File: src/rtl/sync_fifo_pkg.sv
// Shared types for the single-clock FWFT staging FIFO: the registered flag
// bundle, its reset value and the occupancy-to-flags decode.
package sync_fifo_pkg;

    typedef struct packed {
        logic full;
        logic afull;
        logic empty;
        logic aempty;
    } fifo_flags_t;

    localparam fifo_flags_t FLAGS_RST = '{full: 1'b0, afull: 1'b0, empty: 1'b1, aempty: 1'b1};

    // Occupancy is passed zero-extended so one decode serves every ASIZE.
    function automatic fifo_flags_t flags_f(input logic [31:0] cnt, input logic [31:0] depth);
        fifo_flags_t f;
        f.full   = (cnt == depth);
        f.afull  = (cnt >= (depth - 32'd1));
        f.empty  = (cnt == 32'd0);
        f.aempty = (cnt <= 32'd1);
        return f;
    endfunction

endpackage

File: src/rtl/sync_fifo_mem.sv
// DEPTH x DSIZE register array: synchronous write port, asynchronous read port.
// Contents are deliberately not reset; the pointers define what is valid.
module sync_fifo_mem #(
    parameter int DSIZE = 32,
    parameter int ASIZE = 2
) (
    input  logic             clk,
    input  logic             i_wen,
    input  logic [ASIZE-1:0] i_waddr,
    input  logic [DSIZE-1:0] i_wdata,
    input  logic [ASIZE-1:0] i_raddr,
    output logic [DSIZE-1:0] o_rdata
);

    localparam int DEPTH = 32'd1 << ASIZE;

    logic [DSIZE-1:0] r_mem [0:DEPTH-1];

    // Write port: store one word per accepted push.
    always_ff @(posedge clk) begin
        if (i_wen) begin
            r_mem[i_waddr] <= i_wdata;
        end
    end

    assign o_rdata = r_mem[i_raddr];

endmodule

File: src/rtl/sync_fifo.sv
// Single-clock first-word-fall-through FIFO with full/empty and almost flags.
// Pointers carry one extra wrap bit so full and empty are distinguishable.
module sync_fifo
    import sync_fifo_pkg::*;
#(
    parameter int DSIZE = 32,
    parameter int ASIZE = 2
) (
    input  logic             clk,
    input  logic             rst,
    input  logic             winc,
    input  logic [DSIZE-1:0] wdata,
    output logic             wfull,
    output logic             awfull,
    input  logic             rinc,
    output logic [DSIZE-1:0] rdata,
    output logic             rempty,
    output logic             arempty
);

    localparam int             DEPTH   = 32'd1 << ASIZE;
    localparam logic [ASIZE:0] PTR_ONE = {{ASIZE{1'b0}}, 1'b1};

    logic [ASIZE:0] r_wptr;
    logic [ASIZE:0] r_rptr;
    fifo_flags_t    r_flags;

    logic           w_wr_en;
    logic           w_rd_en;
    logic [ASIZE:0] w_wptr_nxt;
    logic [ASIZE:0] w_rptr_nxt;
    logic [ASIZE:0] w_cnt_nxt;
    fifo_flags_t    w_flags_nxt;

    // Reset wins over both requests, so a write during reset never touches memory.
    assign w_wr_en = winc & ~r_flags.full & ~rst;
    assign w_rd_en = rinc & ~r_flags.empty & ~rst;

    // Next pointers, next occupancy and the flags it implies.
    always_comb begin
        w_wptr_nxt = r_wptr;
        w_rptr_nxt = r_rptr;
        if (w_wr_en) begin
            w_wptr_nxt = r_wptr + PTR_ONE;
        end else begin
            w_wptr_nxt = r_wptr;
        end
        if (w_rd_en) begin
            w_rptr_nxt = r_rptr + PTR_ONE;
        end else begin
            w_rptr_nxt = r_rptr;
        end
        w_cnt_nxt   = w_wptr_nxt - w_rptr_nxt;
        w_flags_nxt = flags_f(32'(w_cnt_nxt), 32'(DEPTH));
    end

    // Pointer and flag registers.
    always_ff @(posedge clk) begin
        if (rst) begin
            r_wptr  <= '0;
            r_rptr  <= '0;
            r_flags <= FLAGS_RST;
        end else begin
            r_wptr  <= w_wptr_nxt;
            r_rptr  <= w_rptr_nxt;
            r_flags <= w_flags_nxt;
        end
    end

    sync_fifo_mem #(
        .DSIZE (DSIZE),
        .ASIZE (ASIZE)
    ) u_mem (
        .clk     (clk),
        .i_wen   (w_wr_en),
        .i_waddr (r_wptr[ASIZE-1:0]),
        .i_wdata (wdata),
        .i_raddr (r_rptr[ASIZE-1:0]),
        .o_rdata (rdata)
    );

    assign wfull   = r_flags.full;
    assign awfull  = r_flags.afull;
    assign rempty  = r_flags.empty;
    assign arempty = r_flags.aempty;

endmodule

File: config.mk
export PLATFORM = sky130hd
export DESIGN_NAME = sync_fifo
export DESIGN_NICKNAME = d
export VERILOG_FILES = /design/src/rtl/sync_fifo_pkg.sv /design/src/rtl/sync_fifo_mem.sv /design/src/rtl/sync_fifo.sv
export SDC_FILE = /design/constraint.sdc
export NUM_CORES = 1
export LEC_CHECK = 0
export CAP_MARGIN = 20
export CORE_ASPECT_RATIO = 1.2
export CORE_MARGIN = 2
export CORE_UTILIZATION = 30
export CTS_BUF_LIST = sky130_fd_sc_hd__clkbuf_2 sky130_fd_sc_hd__clkbuf_4 sky130_fd_sc_hd__clkbuf_8
export DETAILED_ROUTE_END_ITERATION = 10
export PLACE_DENSITY = 0.47
export SLEW_MARGIN = 20
export SYNTH_ARGS = -nofsm -noshare
export SYNTH_HDL_FRONTEND = slang
export SYNTH_HIERARCHICAL = 1
export SYNTH_SLANG_ARGS = --single-unit
File: constraint.sdc
create_clock -name clk -period 4.6 [get_ports clk]
set_clock_uncertainty 0.15 [all_clocks]
set_input_delay 0.69 -clock clk [delete_from_list [all_inputs] [get_ports clk]]
set_output_delay 0.69 -clock clk [all_outputs]
set_load 0.02 [all_outputs]
Yosys cells after proc, flatten, opt, wreduce, memory -nomap -nowiden
Memories as Yosys holds them, arrays and structs flattened. A register that Yosys moved wholly into a read port is not among the register bits.
Index checks and enable logic that the tools add are counted.
{ "word_totals": {"elab_cells": 26, "reg_bits": 10, "ram_bits": 128, "inputBits": 36, "rom_bits": 0, "out_inout_bits": 36, "latch_bits": 0, "memories": 1} }
{ "memory_table": {"columns": ["memory", "depth", "width", "rd", "rd_ports_with_merged_regs", "wr", "line", "rtl"], "rows": [
  ["u_mem.r_mem", 4, 32, 1, 1, 1, "sync_fifo_mem.sv:17", "logic [DSIZE-1:0] r_mem [0:DEPTH-1];"]
]} }
{ "classes": {"eq_ne": 1, "n_bitwise": 7, "n_div": 0, "mul": 0, "muxes": 5, "shift": 0, "n_lt_le_gt_ge": 2, "add_sub_neg": 3, "reduce_logical": 1} }
{ "ops": {"columns": ["cell", "n"], "rows": [
  ["3-bit by 1-bit adder with 3-bit output, second input constant", 2],
  ["3-bit 2-to-1 mux", 2],
  ["1-bit AND", 4],
  ["3-bit equality test, second input constant", 1],
  ["3-bit by 2-bit >= comparator with 1-bit output, second input constant", 1],
  ["3-bit by 1-bit less-or-equal comparator with 1-bit output, second input constant", 1],
  ["3-bit zero test", 1],
  ["1-bit NOT", 3],
  ["3-bit subtractor", 1],
  ["1-bit 2-to-1 mux", 2],
  ["2-bit 2-to-1 mux", 1]
]} }

Longest topological paths before layout
Gate-level depths: netlist of run 1.
{ "depth": {"depth_word": 6, "mapped_depth": 7, "ltp_nobuf": 7} }

Hierarchy
The synthesis of run 1 kept the hierarchy.
{ "by_module_without_submodules": {"columns": ["mod", "n_inst", "area_per_inst_um2", "cells_per_inst", "seq_area_each_um2"], "rows": [
  ["sync_fifo_mem", 1, 4689.5, 171, 3843.7],
  ["sync_fifo", 1, 451.7, 40, 200.2]
]} }

Least setup slack after synthesis of run 1
No wires, ideal clock.
{ "synth_timing": {"path_type": "input to register", "startpoint": "input port rst", "endpoint": "memory u_mem.r_mem[0][0] (enable)", "path_buffers": 0, "stages": 2, "arrival_ns": 3.624, "t_required_ns": 3.982, "setup_time_ns": 0.468, "slack_ns": 0.358, "cell_sequence": "nor3b_1 > nor3b_1"} }
{ "synth_via": {"elab_chain_cells": 4} }
{ "synth_rtl": {"columns": ["element", "line", "rtl"], "rows": [
  ["from (decl)", "sync_fifo.sv:10", "input logic rst,"],
  ["1-bit NOT", "sync_fifo.sv:36", "assign w_wr_en = winc & ~r_flags.full & ~rst;"],
  ["1-bit AND", "sync_fifo.sv:36", null],
  ["1-bit 2-to-1 mux", "sync_fifo_mem.sv:21", "if (i_wen) begin"],
  ["1-bit 2-to-1 mux (implied by the code)", "sync_fifo_mem.sv:22", "r_mem[i_waddr] <= i_wdata;"],
  ["to (decl)", "sync_fifo_mem.sv:17", null]
]} }
No other way between the ends.

==> reports/summary.txt, run 1 <==
Sink Count: 138
VDD IR max: 0.159 mV
Hold Crit Depth: 2
Via count: 2390
Synth warn: 6
P&R area growth vs syn: 28.2%
Post-synthesis sequential area ratio: 0.787
Dpl ws: 0.855 ns
Switch Pwr: 574 µW
Hold_buf cts: 0
Largest net degree at the start of global routing: 34
Initial DRC count: 110
Total power: 2830 µW
Syn_area_per_cell: 24.4 µm²
Mapped Area: 5140 µm²
Clock power share: 0.403
Cells after Synth: 211
CP Class: register to output port
Post-CTS setup buffer count: 0
Final worst slack: 1.11 ns
Max frequency: 0.286 GHz
Setup TNS: 0 ns
Synth cell types: 28
Final GP Congestion: 0.704
Yosys reg bits: 138
Slew Limit Fails: 0
Internal power: 2260 µW
Drt pass-1 iters: 4
Port Buffer Count: 71
Total gr overflow: 0
Clock root cell: clkbuf_8
Avg Vias per Cell: 4.49
Gate power share: 0.094
Slew headroom: 0.546
Vias in the first global route: 2692
Row count: 52
Tmin final: 3.49 ns
First-pass GRT wire length: 14700 µm
Status: completed
Crit path arrival time: 2.65 ns
Post-route DRC: 0
Critical path fanouts, max: 18
CORE AREA: 16900 µm²
Mapped Nets: 251
Die area: 18200 µm²
Chip height: 147 µm
Total wire length: 9530 µm
ANT nets after route: 0
MaxCap Viol Count: 0
R2R depth: 6
Period utilisation layout: 0.759
Antenna violations before repair: 0
Leak pwr: 0.00211 µW
Wirelength per Cell: 17.9 µm
Fin. Hold Viols: 0
Register share of total power: 0.504
Cells resized by post-CTS repair: 0
Hold crit path type: register to register
Clock insertion delay at the later pin of the skew report: 0.42 ns
Starting Density: 0.305
Detailed placement HPWL: 5880 µm
CP Launch Type: register
Final-stage net count: 343
RSZ-0062 raised after global routing: false
Num ports: 72
Sw frac: 0.203
Longest Clk Path Bufs: 2
Share of layout cells above drive strength 1: 0.244
Total Routing Usage GR: 0.113
Setup crit end kind: output port
PD cells: 430 nW/µm²
Slew at the pin closest to its max-slew limit: 0.680 ns
CTS Buf Count: 17
Fillers: 1508
Die Width: 124 µm
CTS clk-pin slew, worst paths: 0.07 ns
Required time of the critical path: 3.76 ns
Setup-failing EPs final: 0
TritonCTS clock tree: built
Antenna diodes: 0
H-tree levels: 4
## metal layers
metal  part of all wire  GRT usage
met2               0.53      0.191
met4              0.011     0.0443
met5                  0          0
met3              0.045     0.0359
met1               0.41      0.132
## registers in the layout, summed over array words and instances (netlist names)
| name | cells |
|---|---|
| r_wptr | 3 |
| wfull | 1 |
| r_rptr | 3 |
| arempty | 1 |
| u_mem/r_mem | 128 |
| awfull | 1 |
| rempty | 1 |
## final cells by class
| type | instances | area (µm²) | share of cell area |
|---|---|---|---|
| flip-flops and latches | 138 | 4050 | 0.614 |
| multi-input cells | 65 | 1020 | 0.154 |
| repair buffers | 81 | 786 | 0.119 |
| clock buffers | 19 | 249 | 0.0378 |
| clock inverters | 13 | 224 | 0.0340 |
| well taps | 216 | 270 | 0.0410 |
## cells in the mapped netlist
library cell | instances | area share
nor2b_1 | 2 | 0.0024
buf_6 | 1 | 0.0022
a21oi_1 | 1 | 0.00097
or2_2 | 1 | 0.0012
nand2_1 | 2 | 0.0015
mux2i_1 | 1 | 0.0019
xnor2_1 | 2 | 0.0034
buf_2 | 3 | 0.0029
nor3_1 | 1 | 0.00097
nor2_1 | 4 | 0.0029
mux4_2 | 30 | 0.13
fa_1 | 1 | 0.0039
buf_12 | 3 | 0.012
nor3b_1 | 3 | 0.0044
a31o_1 | 1 | 0.0017
and3b_1 | 2 | 0.0034
and4bb_1 | 1 | 0.0024
mux4_1 | 2 | 0.010
clkbuf_1 | 1 | 0.00073
and3_1 | 1 | 0.0012
a21o_1 | 1 | 0.0015
xor2_1 | 3 | 0.0051
nand3b_1 | 1 | 0.0015
xnor3_1 | 1 | 0.0044
ha_1 | 3 | 0.0073
mux2_2 | 1 | 0.0022
edfxtp_1 | 128 | 0.75
dfxtp_1 | 10 | 0.039
## metrics by stage
step	std cells	hold slack (ns)	cell area, µm²	utilization
after detailed placement	500	0.383	6120	0.363
after global placement	500	0.372	6120	0.363
after floorplan	211	0.331	5140	-
after CTS	532	0.407	6590	0.391
after global routing	532	0.455	6590	0.391
final	532	0.402	6590	0.391
## path summary, 6_finish.rpt
kind	start	to	slack (ns)
setup / recovery	r_rptr[0]	rdata[18]	1.11
hold / removal	r_rptr[2]	r_rptr[2]	0.40
setup reg to reg	r_rptr[0]	rempty	1.73
hold reg to reg	r_rptr[2]	r_rptr[2]	0.40
## critical path, stage by stage (launching register included)
cell,delay [ns]
dfxtp_2,0.76
buf_4,0.35
mux4_2,0.55
clkdlybuf4s50_1,0.56
## power by group through the flow
stage | clock (µW) | sequential, µW | combinational [µW]
2_1_floorplan | 0 | 1450 | 146
3_3_place_gp | 0 | 1450 | 271
3_5_place_dp | 0 | 1460 | 272
4_1_cts | 1180 | 1430 | 274
5_1_grt | 1230 | 1430 | 285
6_report | 1140 | 1430 | 266
## cell families after synthesis
family	after synthesis	share of synthesized area
DFF	138	0.787
and+or+nand+nor	18	0.0219
buffers and inverters	8	0.0175
adders and majority gates	4	0.0112
xor gates and xnor gates	6	0.0129
AOI/OAI and AO/OA	3	0.00414
muxes	34	0.146
## cell usage in the layout (no fill, tap or decap), types with 3 or more instances in the layout
master and n:
clkbuf_8 17, buf_4 10, nor2_1 4, clkinv_1 3, ha_1 3, xor2_1 3, dfxtp_1 8, clkdlybuf4s50_1 71
bufinv_16 6, mux4_2 30, edfxtp_1 128
(Power assumes the default switching activity.)
==> inputs of run 2 (changes only) <==
--- a/config.mk
+++ b/config.mk
@@ -11,7 +11,7 @@
 export CORE_UTILIZATION = 30
 export CTS_BUF_LIST = sky130_fd_sc_hd__clkbuf_2 sky130_fd_sc_hd__clkbuf_4 sky130_fd_sc_hd__clkbuf_8
 export DETAILED_ROUTE_END_ITERATION = 10
-export PLACE_DENSITY = 0.47
+export PLACE_DENSITY = 0.49
 export SLEW_MARGIN = 20
 export SYNTH_ARGS = -nofsm -noshare
 export SYNTH_HDL_FRONTEND = slang
==> constraint.sdc (replaced) <==
create_clock -name clk -period 2.81 [get_ports clk]
set_clock_uncertainty 0.15 [all_clocks]
set_input_delay 0.4215 -clock clk [delete_from_list [all_inputs] [get_ports clk]]
set_output_delay 0.4215 -clock clk [all_outputs]
set_load 0.02 [all_outputs]
==> reports/summary.txt, run 2 (same netlist as run 1, synthesis figures left out) <==
Worst flop-to-flop path startpoint: rempty (was r_rptr[0])
CTS clk-pin slew, worst paths: 0.08 ns (was 0.07 ns)
Final-stage net count: 358 (was 343)
Starting Density: 0.305 (unchanged)
CP Class: register to output port (unchanged)
Slew headroom: 0.748 (was 0.546)
MaxCap Viol Count: 0 (unchanged)
Detailed placement HPWL: 5790 µm (was 5880 µm)
Final GP Congestion: 0.679 (was 0.704)
CORE AREA: 16900 µm² (unchanged)
Largest net degree at the start of global routing: 33 (was 34)
Antenna violations before repair: 0 (unchanged)
Status: completed (unchanged)
Slew Limit Fails: 0 (unchanged)
Max reg flops: 128 (unchanged)
Setup-failing EPs final: 0 (unchanged)
Longest Clk Path Bufs: 2 (unchanged)
Vias in the first global route: 2716 (was 2692)
Slew at the pin closest to its max-slew limit: 0.378 ns (was 0.680 ns)
CTS Buf Count: 17 (unchanged)
Share of layout cells above drive strength 1: 0.281 (was 0.244)
Required time of the critical path: 2.24 ns (was 3.76 ns)
Reg2Reg Setup Slack: 0.29 ns (was 1.73 ns)
Hold Crit Depth: 2 (unchanged)
Row count: 52 (unchanged)
Die area: 18200 µm² (unchanged)
Die Width: 124 µm (unchanged)
Clock root cell: clkbuf_8 (unchanged)
ANT nets after route: 0 (unchanged)
R2R depth: 7 (was 6)
PD cells: 675 nW/µm² (was 430 nW/µm²)
Setup crit end kind: output port (unchanged)
Hold_buf cts: 0 (unchanged)
Total wire length: 9760 µm (was 9530 µm)
VDD IR max: 0.299 mV (was 0.159 mV)
First-pass GRT wire length: 14900 µm (was 14700 µm)
Wirelength per Cell: 17.8 µm (was 17.9 µm)
Largest regs: u_mem/r_mem (128), r_rptr (3), r_wptr (3) (unchanged)
Initial DRC count: 124 (was 110)
Drt pass-1 iters: 4 (unchanged)
H-tree levels: 4 (unchanged)
Setup TNS: 0 ns (unchanged)
Tmin final: 2.70 ns
Post-route DRC: 0 (unchanged)
Dpl ws: -0.368 ns (was 0.855 ns)
Total power: 4570 µW (was 2830 µW)
Total Routing Usage GR: 0.117 (was 0.113)
Avg Vias per Cell: 4.49 (about the same)
Crit path arrival time: 2.13 ns (was 2.65 ns)
Max frequency: 0.370 GHz
Worst R2R End: rempty (unchanged)
Commonest non-fill, non-tap cell in the layout: edfxtp_1 (unchanged)
Port Buffer Count: 71 (unchanged)
Final worst slack: 0.109 ns (was 1.11 ns)
Chip height: 147 µm (unchanged)
Num ports: 72 (unchanged)
Most frequent cells in the layout: 128 x edfxtp_1, 45 x clkdlybuf4s50_1, 30 x mux4_2 (was 128 x edfxtp_1, 71 x clkdlybuf4s50_1, 30 x mux4_2)
RSZ-0062 raised after global routing: false (unchanged)
TritonCTS clock tree: built (unchanged)
Clock insertion delay at the later pin of the skew report: 0.44 ns (was 0.42 ns)
Sink Count: 138 (unchanged)
Via count: 2458 (was 2390)
P&R area growth vs syn: 31.6% (was 28.2%)
WHS Endpoint: r_wptr[2] (was r_rptr[2])
Final core occ: 0.402 (was 0.391)
Leak pwr: 0.00233 µW (was 0.00211 µW)
Period utilisation layout: 0.961
Fin. Hold Viols: 0 (unchanged)
Antenna diodes: 0 (unchanged)
Reg with most FFs: u_mem/r_mem (unchanged)
Critical path fanouts, max: 19 (was 18)
Hold crit path type: register to register (unchanged)
CP Launch Type: register (unchanged)
Total gr overflow: 0 (unchanged)
Hold Startpoint: r_wptr[2] (was r_rptr[2])
## run 2: cell count changes in the layout (fill, tap and decap cells not counted), moves of 4 or more
cell	previous run	this run
buf_4	10	18
clkinv_2	0	4
dlygate4sd2_1	0	14
dlymetal6s2s_1	0	12
clkdlybuf4s50_1	71	45
buf_12	0	5
## run 2: layer usage
layer / global-route usage / wire (µm)
met4: 0.0563 / 185
met1: 0.131 / 3960
met5: 0 / 0
met3: 0.0459 / 562
met2: 0.192 / 5050
## run 2: worst max path at each step
stage / from / endpoint / slack, ns
6_report: r_rptr[0] / rdata[26] / 0.11
5_1_grt: r_rptr[0] / rdata[26] / 0.002
4_1_cts: r_rptr[0] / rdata[8] / 0.003
3_5_place_dp: rst / rempty / -0.37
3_3_place_gp: rst / rempty / -0.32
2_1_floorplan: rst / rempty / 0.15
## run 2: stage by stage
| step | hold WS, ns | instances | cell area, µm² |
|---|---|---|---|
| finish | 0.395 | 547 | 6770 |
| global route | 0.443 | 547 | 6770 |
| global placement | 0.380 | 506 | 6230 |
| floorplan | 0.331 | 211 | 5150 |
| CTS | 0.414 | 538 | 6670 |
| detailed placement | 0.395 | 506 | 6230 |
## run 2: what timing repair did
item	4_1_cts	5_1_grt
setup buffers	0	9
setup endpoints to repair	27	18
resized for setup	17	12
## run 2: power breakdown
| group | leakage, µW | total, µW | internal, µW | switching [µW] |
|---|---|---|---|---|
| registers | 0.00124 | 2320 | 2300 | 20.3 |
| clock network | 0.000225 | 1780 | 1050 | 723 |
| logic | 0.000860 | 465 | 248 | 217 |
| total | 0.00233 | 4570 | 3610 | 960 |
## run 2: worst max-delay path: stages, from the launching register on
cell	delay [ns]
dfxtp_2	0.42
buf_12	0.20
mux4_2	0.51
clkdlybuf4s50_1	0.55
## run 2: final cells by class
type | count | area, µm²
Clock buffer | 18 | 241
Fill cell | 1532 | 10100
Clock inverter | 14 | 203
Sequential cell | 138 | 4050
Tap cell | 216 | 270
Timing Repair Buffer | 96 | 985
Multi-Input combinational cell | 65 | 1020
